===== src/rtl/seg7_pkg.sv =====
`default_nettype none
// ============================================================================
//  Module   : seg7_pkg
//  Purpose  : Shared definitions for the 7-segment display path: active-low
//             segment patterns, readback FSM states, sizing constants and the
//             shift-add multiply-by-ten helper.
//  Revision : 1.0  initial release
// ============================================================================
package seg7_pkg;

    localparam int NUM_DIGITS = 4;
    localparam int VALUE_W    = 14;

    // Active-low segment patterns, bit order {g,f,e,d,c,b,a}
    localparam logic [6:0] SEG_0     = 7'b1000000;
    localparam logic [6:0] SEG_1     = 7'b1111001;
    localparam logic [6:0] SEG_2     = 7'b0100100;
    localparam logic [6:0] SEG_3     = 7'b0110000;
    localparam logic [6:0] SEG_4     = 7'b0011001;
    localparam logic [6:0] SEG_5     = 7'b0010010;
    localparam logic [6:0] SEG_6     = 7'b0000010;
    localparam logic [6:0] SEG_7     = 7'b1111000;
    localparam logic [6:0] SEG_8     = 7'b0000000;
    localparam logic [6:0] SEG_9     = 7'b0010000;
    localparam logic [6:0] SEG_BLANK = 7'b1111111;

    typedef enum logic [1:0] {
        COLLECT = 2'd0,
        CONVERT = 2'd1,
        DONE    = 2'd2
    } state_t;

    // x*10 as (x<<3)+(x<<1); the accumulator never exceeds 9999
    function automatic logic [VALUE_W-1:0] times_ten(input logic [VALUE_W-1:0] x);
        return (x << 3) + (x << 1);
    endfunction

endpackage
`default_nettype wire


===== src/rtl/seg7_pattern_decode.sv =====
`default_nettype none
// ============================================================================
//  Module   : seg7_pattern_decode
//  Purpose  : Combinational active-low segment pattern to BCD digit decoder.
//             Optional macro SEG7_BLANK_EN: an all-off (blank) pattern decodes
//             as a valid 0 so leading-zero suppression reads back correctly.
//  Revision : 1.0  initial release
// ============================================================================
module seg7_pattern_decode
    import seg7_pkg::*;
(
    input  logic [6:0] seg,
    output logic [3:0] digit,
    output logic       valid
);

    // Table lookup; anything outside the table is flagged invalid
    always_comb begin
        digit = 4'd0;
        valid = 1'b1;
        case (seg)
            SEG_0:     digit = 4'd0;
            SEG_1:     digit = 4'd1;
            SEG_2:     digit = 4'd2;
            SEG_3:     digit = 4'd3;
            SEG_4:     digit = 4'd4;
            SEG_5:     digit = 4'd5;
            SEG_6:     digit = 4'd6;
            SEG_7:     digit = 4'd7;
            SEG_8:     digit = 4'd8;
            SEG_9:     digit = 4'd9;
`ifdef SEG7_BLANK_EN
            SEG_BLANK: digit = 4'd0;
`endif
            default:   valid = 1'b0;
        endcase
    end

endmodule
`default_nettype wire


===== src/rtl/seg7_scan_decoder.sv =====
`default_nettype none
// ============================================================================
//  Module   : seg7_scan_decoder
//  Purpose  : Readback monitor for a multiplexed common-anode 7-segment bus.
//             Glitch-filters each digit strobe, collects four digits, then
//             converts BCD to a 14-bit binary value with a sequential
//             multiply-accumulate. Optional macro SEG7_BLANK_EN (in the
//             pattern decoder) accepts blank digits as 0.
//  Revision : 1.0  initial release
// ============================================================================
module seg7_scan_decoder
    import seg7_pkg::*;
#(
    parameter int STABLE_COUNT = 2
) (
    input  logic               clk,
    input  logic               rst,
    input  logic               sample_en,
    input  logic [1:0]         digit_select,
    input  logic [6:0]         seg,
    output logic [VALUE_W-1:0] value,
    output logic               value_valid,
    output logic               busy,
    output logic [3:0]         digits_seen,
    output logic               err_invalid,
    output logic               err_sticky
);

    localparam logic [3:0] STABLE_CNT = 4'(STABLE_COUNT);

    state_t                          state, state_next;
    logic [8:0]                      cand;
    logic [3:0]                      cnt, cnt_next;
    logic                            same, accept;
    logic [3:0]                      dec_digit;
    logic                            dec_valid;
    logic [3:0]                      seen_next;
    logic [NUM_DIGITS-1:0][3:0]      digits;
    logic [1:0]                      step;
    logic [VALUE_W-1:0]              acc, acc_next;

    seg7_pattern_decode u_decode (
        .seg   (seg),
        .digit (dec_digit),
        .valid (dec_valid)
    );

    assign busy = (state != COLLECT);

    // Stability count and acceptance; a saturated count never re-accepts
    always_comb begin
        same     = (cand == {digit_select, seg});
        cnt_next = 4'd1;
        if (same) begin
            cnt_next = (cnt == 4'hF) ? cnt : cnt + 4'd1;
        end
        accept    = sample_en && (state == COLLECT) && (cnt_next == STABLE_CNT)
                    && !(same && (cnt == STABLE_CNT));
        seen_next = digits_seen;
        if (accept) begin
            seen_next[digit_select] = dec_valid;
        end
        acc_next = times_ten(acc) + VALUE_W'(digits[~step]);
    end

    // Next-state logic: frame complete -> four MAC steps -> one DONE cycle
    always_comb begin
        state_next = state;
        case (state)
            COLLECT: if (seen_next == 4'b1111) state_next = CONVERT;
            CONVERT: if (step == 2'd3)         state_next = DONE;
            DONE:                              state_next = COLLECT;
            default:                           state_next = COLLECT;
        endcase
    end

    // State register
    always_ff @(posedge clk) begin
        if (rst) state <= COLLECT;
        else     state <= state_next;
    end

    // Tracker: updates only on strobes in COLLECT, wiped when a frame retires
    always_ff @(posedge clk) begin
        if (rst || state == DONE) begin
            cand <= 9'd0;
            cnt  <= 4'd0;
        end else if (sample_en && state == COLLECT) begin
            cand <= {digit_select, seg};
            cnt  <= cnt_next;
        end
    end

    // Digit capture, seen mask and error reporting
    always_ff @(posedge clk) begin
        if (rst) begin
            digits      <= '0;
            digits_seen <= 4'd0;
            err_invalid <= 1'b0;
            err_sticky  <= 1'b0;
        end else begin
            err_invalid <= accept && !dec_valid;
            if (accept && !dec_valid) err_sticky <= 1'b1;
            if (accept && dec_valid) digits[digit_select] <= dec_digit;
            digits_seen <= (state == DONE) ? 4'd0 : seen_next;
        end
    end

    // BCD-to-binary MAC, thousands digit first
    always_ff @(posedge clk) begin
        if (rst) begin
            step        <= 2'd0;
            acc         <= '0;
            value       <= '0;
            value_valid <= 1'b0;
        end else begin
            value_valid <= 1'b0;
            if (state == CONVERT) begin
                acc  <= acc_next;
                step <= step + 2'd1;
                if (step == 2'd3) begin
                    value       <= acc_next;
                    value_valid <= 1'b1;
                end
            end else begin
                acc  <= '0;
                step <= 2'd0;
            end
        end
    end

endmodule
`default_nettype wire


===== config.mk =====
export PLATFORM = sky130hd
export DESIGN_NAME = seg7_scan_decoder
export DESIGN_NICKNAME = d
export VERILOG_FILES = /design/src/rtl/seg7_pkg.sv /design/src/rtl/seg7_pattern_decode.sv /design/src/rtl/seg7_scan_decoder.sv
export SDC_FILE = /design/constraint.sdc
export NUM_CORES = 1
export LEC_CHECK = 0
export CAP_MARGIN = 0
export CORE_UTILIZATION = 30
export CTS_CLUSTER_DIAMETER = 120
export DETAILED_ROUTE_END_ITERATION = 8
export PLACE_DENSITY_LB_ADDON = 0.05
export SYNTH_ARGS = -nofsm -noshare
export SYNTH_HDL_FRONTEND = slang
export SYNTH_SLANG_ARGS = --single-unit

===== constraint.sdc =====
create_clock -name clk -period 2.83 [get_ports clk]
set_input_delay 0.849 -clock clk [delete_from_list [all_inputs] [get_ports clk]]
set_output_delay 0.849 -clock clk [all_outputs]
set_load 0.02 [all_outputs]

-- After elaboration in Yosys (flattened, before gate mapping)
Cells that the tools add are included.
- memory bits (writable): 0
- output and inout bits: 22
- memories kept: 0
- latch bits: 0
- ROM bits: 0
- bits in registers: 67
- $mul: 0
- divide/modulo/power cells: 0
- shifts and indexed selects: 0
- add/sub/neg operators: 4
- magnitude comparators: 3
- reductions and logical operators: 18
- mux-type cells: 17
- bitwise operators: 2
- equal/unequal tests: 19
- operators by type and width (kind ; number):
    4-bit case mux with 9 select lines ; 1
    7-bit by 5-bit == test with 1-bit output, second input constant ; 3
    7-bit == test, second input constant ; 3
    4-bit 2-to-1 mux ; 5
    16-bit bitwise mux ; 1
    14-bit adder ; 1
    14-bit by 4-bit adder with 14-bit output ; 1
    7-bit by 6-bit == test with 1-bit output, second input constant ; 2
    10-bit OR reduction ; 1
    9-bit == test ; 1
    4-bit binary-select mux with 2-bit select ; 1
    4-bit demux with 2-bit select ; 1
    4-bit by 2-bit == test with 1-bit output, second input constant ; 2
    4-bit == test, second input constant ; 2
    7-bit by 2-bit == test with 1-bit output, second input constant ; 1
    1-bit logical AND ; 7
    7-bit logical NOT ; 1
    2-bit by 3-bit < comparator with 1-bit output, second input constant ; 2
    4-bit by 1-bit adder with 4-bit output, second input constant ; 1
    4-bit bitwise mux ; 1
    2-bit == test, second input constant ; 2
    2-bit 2-to-1 mux ; 2
    2-bit inequality test, second input constant ; 2
    2-bit case mux with 2 select lines ; 1
    other kinds (13) ; 18

-- Depth between registers and ports, before layout
- depth after elaboration: 10
- depth in mapped cells: 12

-- Cells and area by module
A second synthesis with hierarchy kept.
- cell total of the unflattened synthesis: 394
- area total of the unflattened synthesis: 3617.2 um2
- by module, submodules not included (module ; times used ; area an instance (um2) ; cells each ; seq. area each (um2)):
    seg7_scan_decoder ; 1 ; 3393.3 ; 362 ; 1341.3
    seg7_pattern_decode ; 1 ; 224.0 ; 32 ; 0.0

-- Worst setup path after synthesis
OpenSTA, ideal clock, no wires.
- path kind: flip-flop to flip-flop
- start: register step[0]
- end: register value[12]
- buffers on the path: 1
- setup time: 120 ps
- period minus slack after synthesis: 3099 ps
- slack: -269 ps
- data arrival time: 2979 ps
- stages on the path, launching flop included: 12
- path through: dfxtp_1 clkbuf_1 mux4_2 ha_1 ha_1 fa_1 a21oi_1 o21a_1 o21ai_1 a221oi_1 or4_1 nand3_1
- longest elaborated chain between the ends: 4
- ends and longest elaborated chain (item ; line ; source):
    start: declaration ; seg7_scan_decoder.sv:39 ; logic [1:0] step;
    start signal: assignment ; seg7_scan_decoder.sv:120 ; step <= step + 2'd1;
    2-bit inverter ; seg7_scan_decoder.sv:63 ; acc_next = times_ten(acc) + VALUE_W'(digits[~step]);
    4-bit binary-select mux with 2-bit select ; seg7_scan_decoder.sv:63 ;
    4-bit 2-to-1 mux (implied by the code) ; seg7_scan_decoder.sv:63 ;
    14-bit by 4-bit adder with 14-bit output ; seg7_scan_decoder.sv:63 ;
    end signal: assignment ; seg7_scan_decoder.sv:122 ; value <= acc_next;
    end: declaration ; seg7_scan_decoder.sv:21 ; output logic [VALUE_W-1:0] value,
Parallel ways exist; a longest one is shown, timed or not. The select of a mux whose other input is x is not followed.
A chain may end at the register's enable or synchronous reset.

-- Worst setup path after layout
Ends and elaborated chain as after synthesis.

==> flow_metrics.py <==
metrics = {
    "critical_path": {
        "path_max_fanout": 4,
        "critPathRequiredTime_ns": 3.11,
        "reg2regPathDepth": 11,
        "cpLargestDelayFamily": "adder cells",
        "cp_cell_sequence": "mux4_2 -> inv_2 -> fa_1 -> inv_2 -> fa_2 -> a21oi_2 -> o21a_1 -> o21ai_2 -> a221oi_2 -> or4_1 -> nand3_1",
        "r2r-start": "step[0]",
        "max_stage_delay_ns": 0.50,
        "critPathArrivalTime_ns": 3.02,
        "startpoint_type": "flop",
        "regToRegSetupSlack_ns": 0.09,
        "cp_num_buf_inv": 2,
        "path_common_cell": "inv_2",
        "endpoint_kind": "flop",
        "r2r-end": "value[12]",
        "worst-setup-path-type": "flop to flop",
        "cp_slowest_cell": "mux4_2",
    },
    "global_route": {
        "grt_antenna_before_repair": 0,
        "grt_pass1_wl_mm": 14.4,
        "first_global_vias": 2948,
        "grt_overflow": 0,
        "grt_max_degree": 45,
        "grt_usage_pct": 15.0,
    },
    "layout": {
        "fin_area_um2": 4670,
        "fin_util_pct": 40.6,
        "fin_nets": 501,
        "finalNonFillerCells": 607,
        "diodes": 0,
        "final_cell_mix": "66 x dfxtp_1, 47 x nand2_1, 40 x buf_4, 33 x clkdlybuf4s50_1, 28 x nor2_1",
        "drive_gt1_share_pct": 19.0,
        "final_common_cell": "dfxtp_1",
        "syn2layout_area_growth_pct": 30.5,
    },
    "synthesis": {
        "synth-edff-count": 0,
        "async_flop_share_pct": 0,
        "syn_inst": 402,
        "yosys.cell_types.count": 55,
        "ys_ff_latch": 67,
        "seq_area_frac_synth_pct": 37.4,
        "syn_avg_cell_area_um2": 8.91,
        "synthFlopType": "dfxtp_1",
        "synthesis.nets": 441,
        "netlist_area_um2": 3580,
        "ys_warn_count": 0,
    },
    "clock_tree": {
        "insertion_delay_ns": 0.34,
        "h-tree-depth": 3,
        "clock-sinks": 67,
        "cts_tree": "built",
        "numCtsBuffers": 9,
        "cts_max_path_buffers": 2,
        "cts_root_buf": "clkbuf_16",
        "clkTransAtPathRegs_ns": 0.06,
        "ctsHoldBuffers": 0,
    },
    "pwr": {
        "p_total_w": 0.00209,
        "peakVddDrop_v": 0.000423,
        "leakage_nw": 1.89,
        "power_density_nw_per_um2": 446,
    },
    "floorplan": {
        "dieArea_um2": 12400,
        "fp.dieW_um": 111,
        "ios": 34,
        "die_y_um": 111,
        "core_um2": 11500,
        "std_cell_rows": 39,
        "start_util_pct": 31.1,
    },
    "min_path": {
        "hold_class": "flop to flop",
        "whs_path_depth": 2,
        "worstHoldStart": "value[8]",
        "hold-path-endpoint": "value[8]",
    },
    "sta": {
        "fmax_mhz": 365,
        "skew_ns": 0.00735,
        "period_share_pct": 96.7,
        "fin_ws_ns": 0.0925,
        "relSlewSlack_pct": 39.7,
        "setup_viol": 0,
        "rsz0062_at_grt": "yes",
        "finalHoldViolCount": 0,
        "period_needed_ns": 2.74,
        "worst_pin_slew_ns": 0.898,
        "slew_viol_final": 0,
    },
    "drt": {
        "drc": 8,
        "wl_per_cell_um": 14.0,
        "wl_mm": 8.50,
        "vias": 2925,
        "viasPerCell": 4.82,
        "dr.first_iter.drc_count": 88,
        "drt-pass1-iter-count": 6,
        "drtAntennaViolNets": 0,
    },
    "status": {
        "run_status": "finished, violations left",
        "violations": "design-rule violations",
    },
    "placement": {
        "gp_congestion": 0.739,
        "hpwl_mm": 6.20,
        "io_buffers": 33,
        "dp_cells": 590,
        "dpl_worst_slack_ns": -0.130,
        "placed_cell_area_um2": 4280,
    },
    "run": {
        "drv_cap": 0,
    },
}
==> worst max-delay path by stage <==
stage / startpoint / endpoint / slack [ns] / cells past startpoint
after CTS: step[0] / acc[12] / 0.0009 / 10
after global placement: seg[6] / digits[12] / -0.11 / 8
after global routing: step[0] / acc[12] / -0.07 / 11
final: step[0] / value[12] / 0.09 / 11
after floorplan: step[0] / acc[12] / 0.02 / 11
after detailed placement: step[0] / value[13] / -0.13 / 11
==> routing by layer <==
metal | track usage (%) | vias to the layer above | wire length [um]
met3 | 3.77 | 10 | 257
li1 | - | 1523 | -
met4 | 6.49 | 0 | 137
met1 | 17.1 | 1347 | 3750
met2 | 26.3 | 45 | 4360
met5 | 0 | - | 0
==> synthesized netlist by cell type, drive strengths merged (6+ instances only) <==
master,number,area share (%)
nor2,29,3.1
nand2,49,5.3
xnor2,16,3.9
a21oi,28,3.9
buf,13,2.5
nor3,11,2.0
xor2,6,1.5
clkbuf,14,1.5
dfxtp,67,37
nand2b,13,2.3
and2,10,1.7
nand3b,7,1.5
o21ai,16,2.2
inv,12,1.3
mux2i,13,3.6
nand3,10,1.4
ha,25,8.7
==> layout make-up <==
class                   count  area, um^2
fillers                  1172        6840
multi-input cells         296        2170
flip-flops and latches     67        1350
repair buffers             76         682
clock buffers              10         239
well taps                 143         179
inverters                  12        45.0
clock inverters             3        17.5
==> logic make-up after synthesis <==
kind of cell             Yosys count  synth area share [%]
AND/OR/NAND/NOR                  153                  22.3
AO/OA/AOI/OAI                     75                  13.0
flip-flops                        67                  37.4
buffers and inverters             39                  5.24
adder cells (fa/ha/maj)           27                  9.85
XOR/XNOR                          22                  5.38
multiplexers                      19                  6.78
==> state kept, by name, indices dropped and copies added (netlist names) <==
name,flops
value_valid,1
cand,9
digits,16
err_sticky,1
state,2
step,2
cnt,4
err_invalid,1
value,14
digits_seen,4
acc,13
==> stage by stage <==
step           hold WS, ns  TNS, ns
2_1_floorplan        0.446        0
3_3_place_gp         0.442    -1.16
3_5_place_dp         0.445    -1.66
4_1_cts              0.454        0
5_1_grt              0.468   -0.197
6_report             0.449        0
==> worst reg2reg max path, cell delays in order (launching register included) <==
cell and delay [ns]:
dfxtp_4 0.37, mux4_2 0.50, inv_2 0.07, fa_1 0.42, inv_2 0.11, fa_2 0.22
a21oi_2 0.06, o21a_1 0.20, o21ai_2 0.16, a221oi_2 0.10, or4_1 0.40, nand3_1 0.08
==> report_power, final <==
| part | switching (W) | internal, W | total [W] |
|---|---|---|---|
| combinational | 0.0000663 | 0.0000620 | 0.000128 |
| clock | 0.000402 | 0.000598 | 0.00100 |
| sequential | 0.00000637 | 0.000951 | 0.000958 |
| total | 0.000475 | 0.00161 | 0.00209 |
==> timing repair <==
item                                    CTS  global route
buffers inserted                          1             3
pin swaps                                 9            20
gates resized for setup                   9            13
endpoints found under the setup margin    9            12
Power figures use the tool's default switching activity.
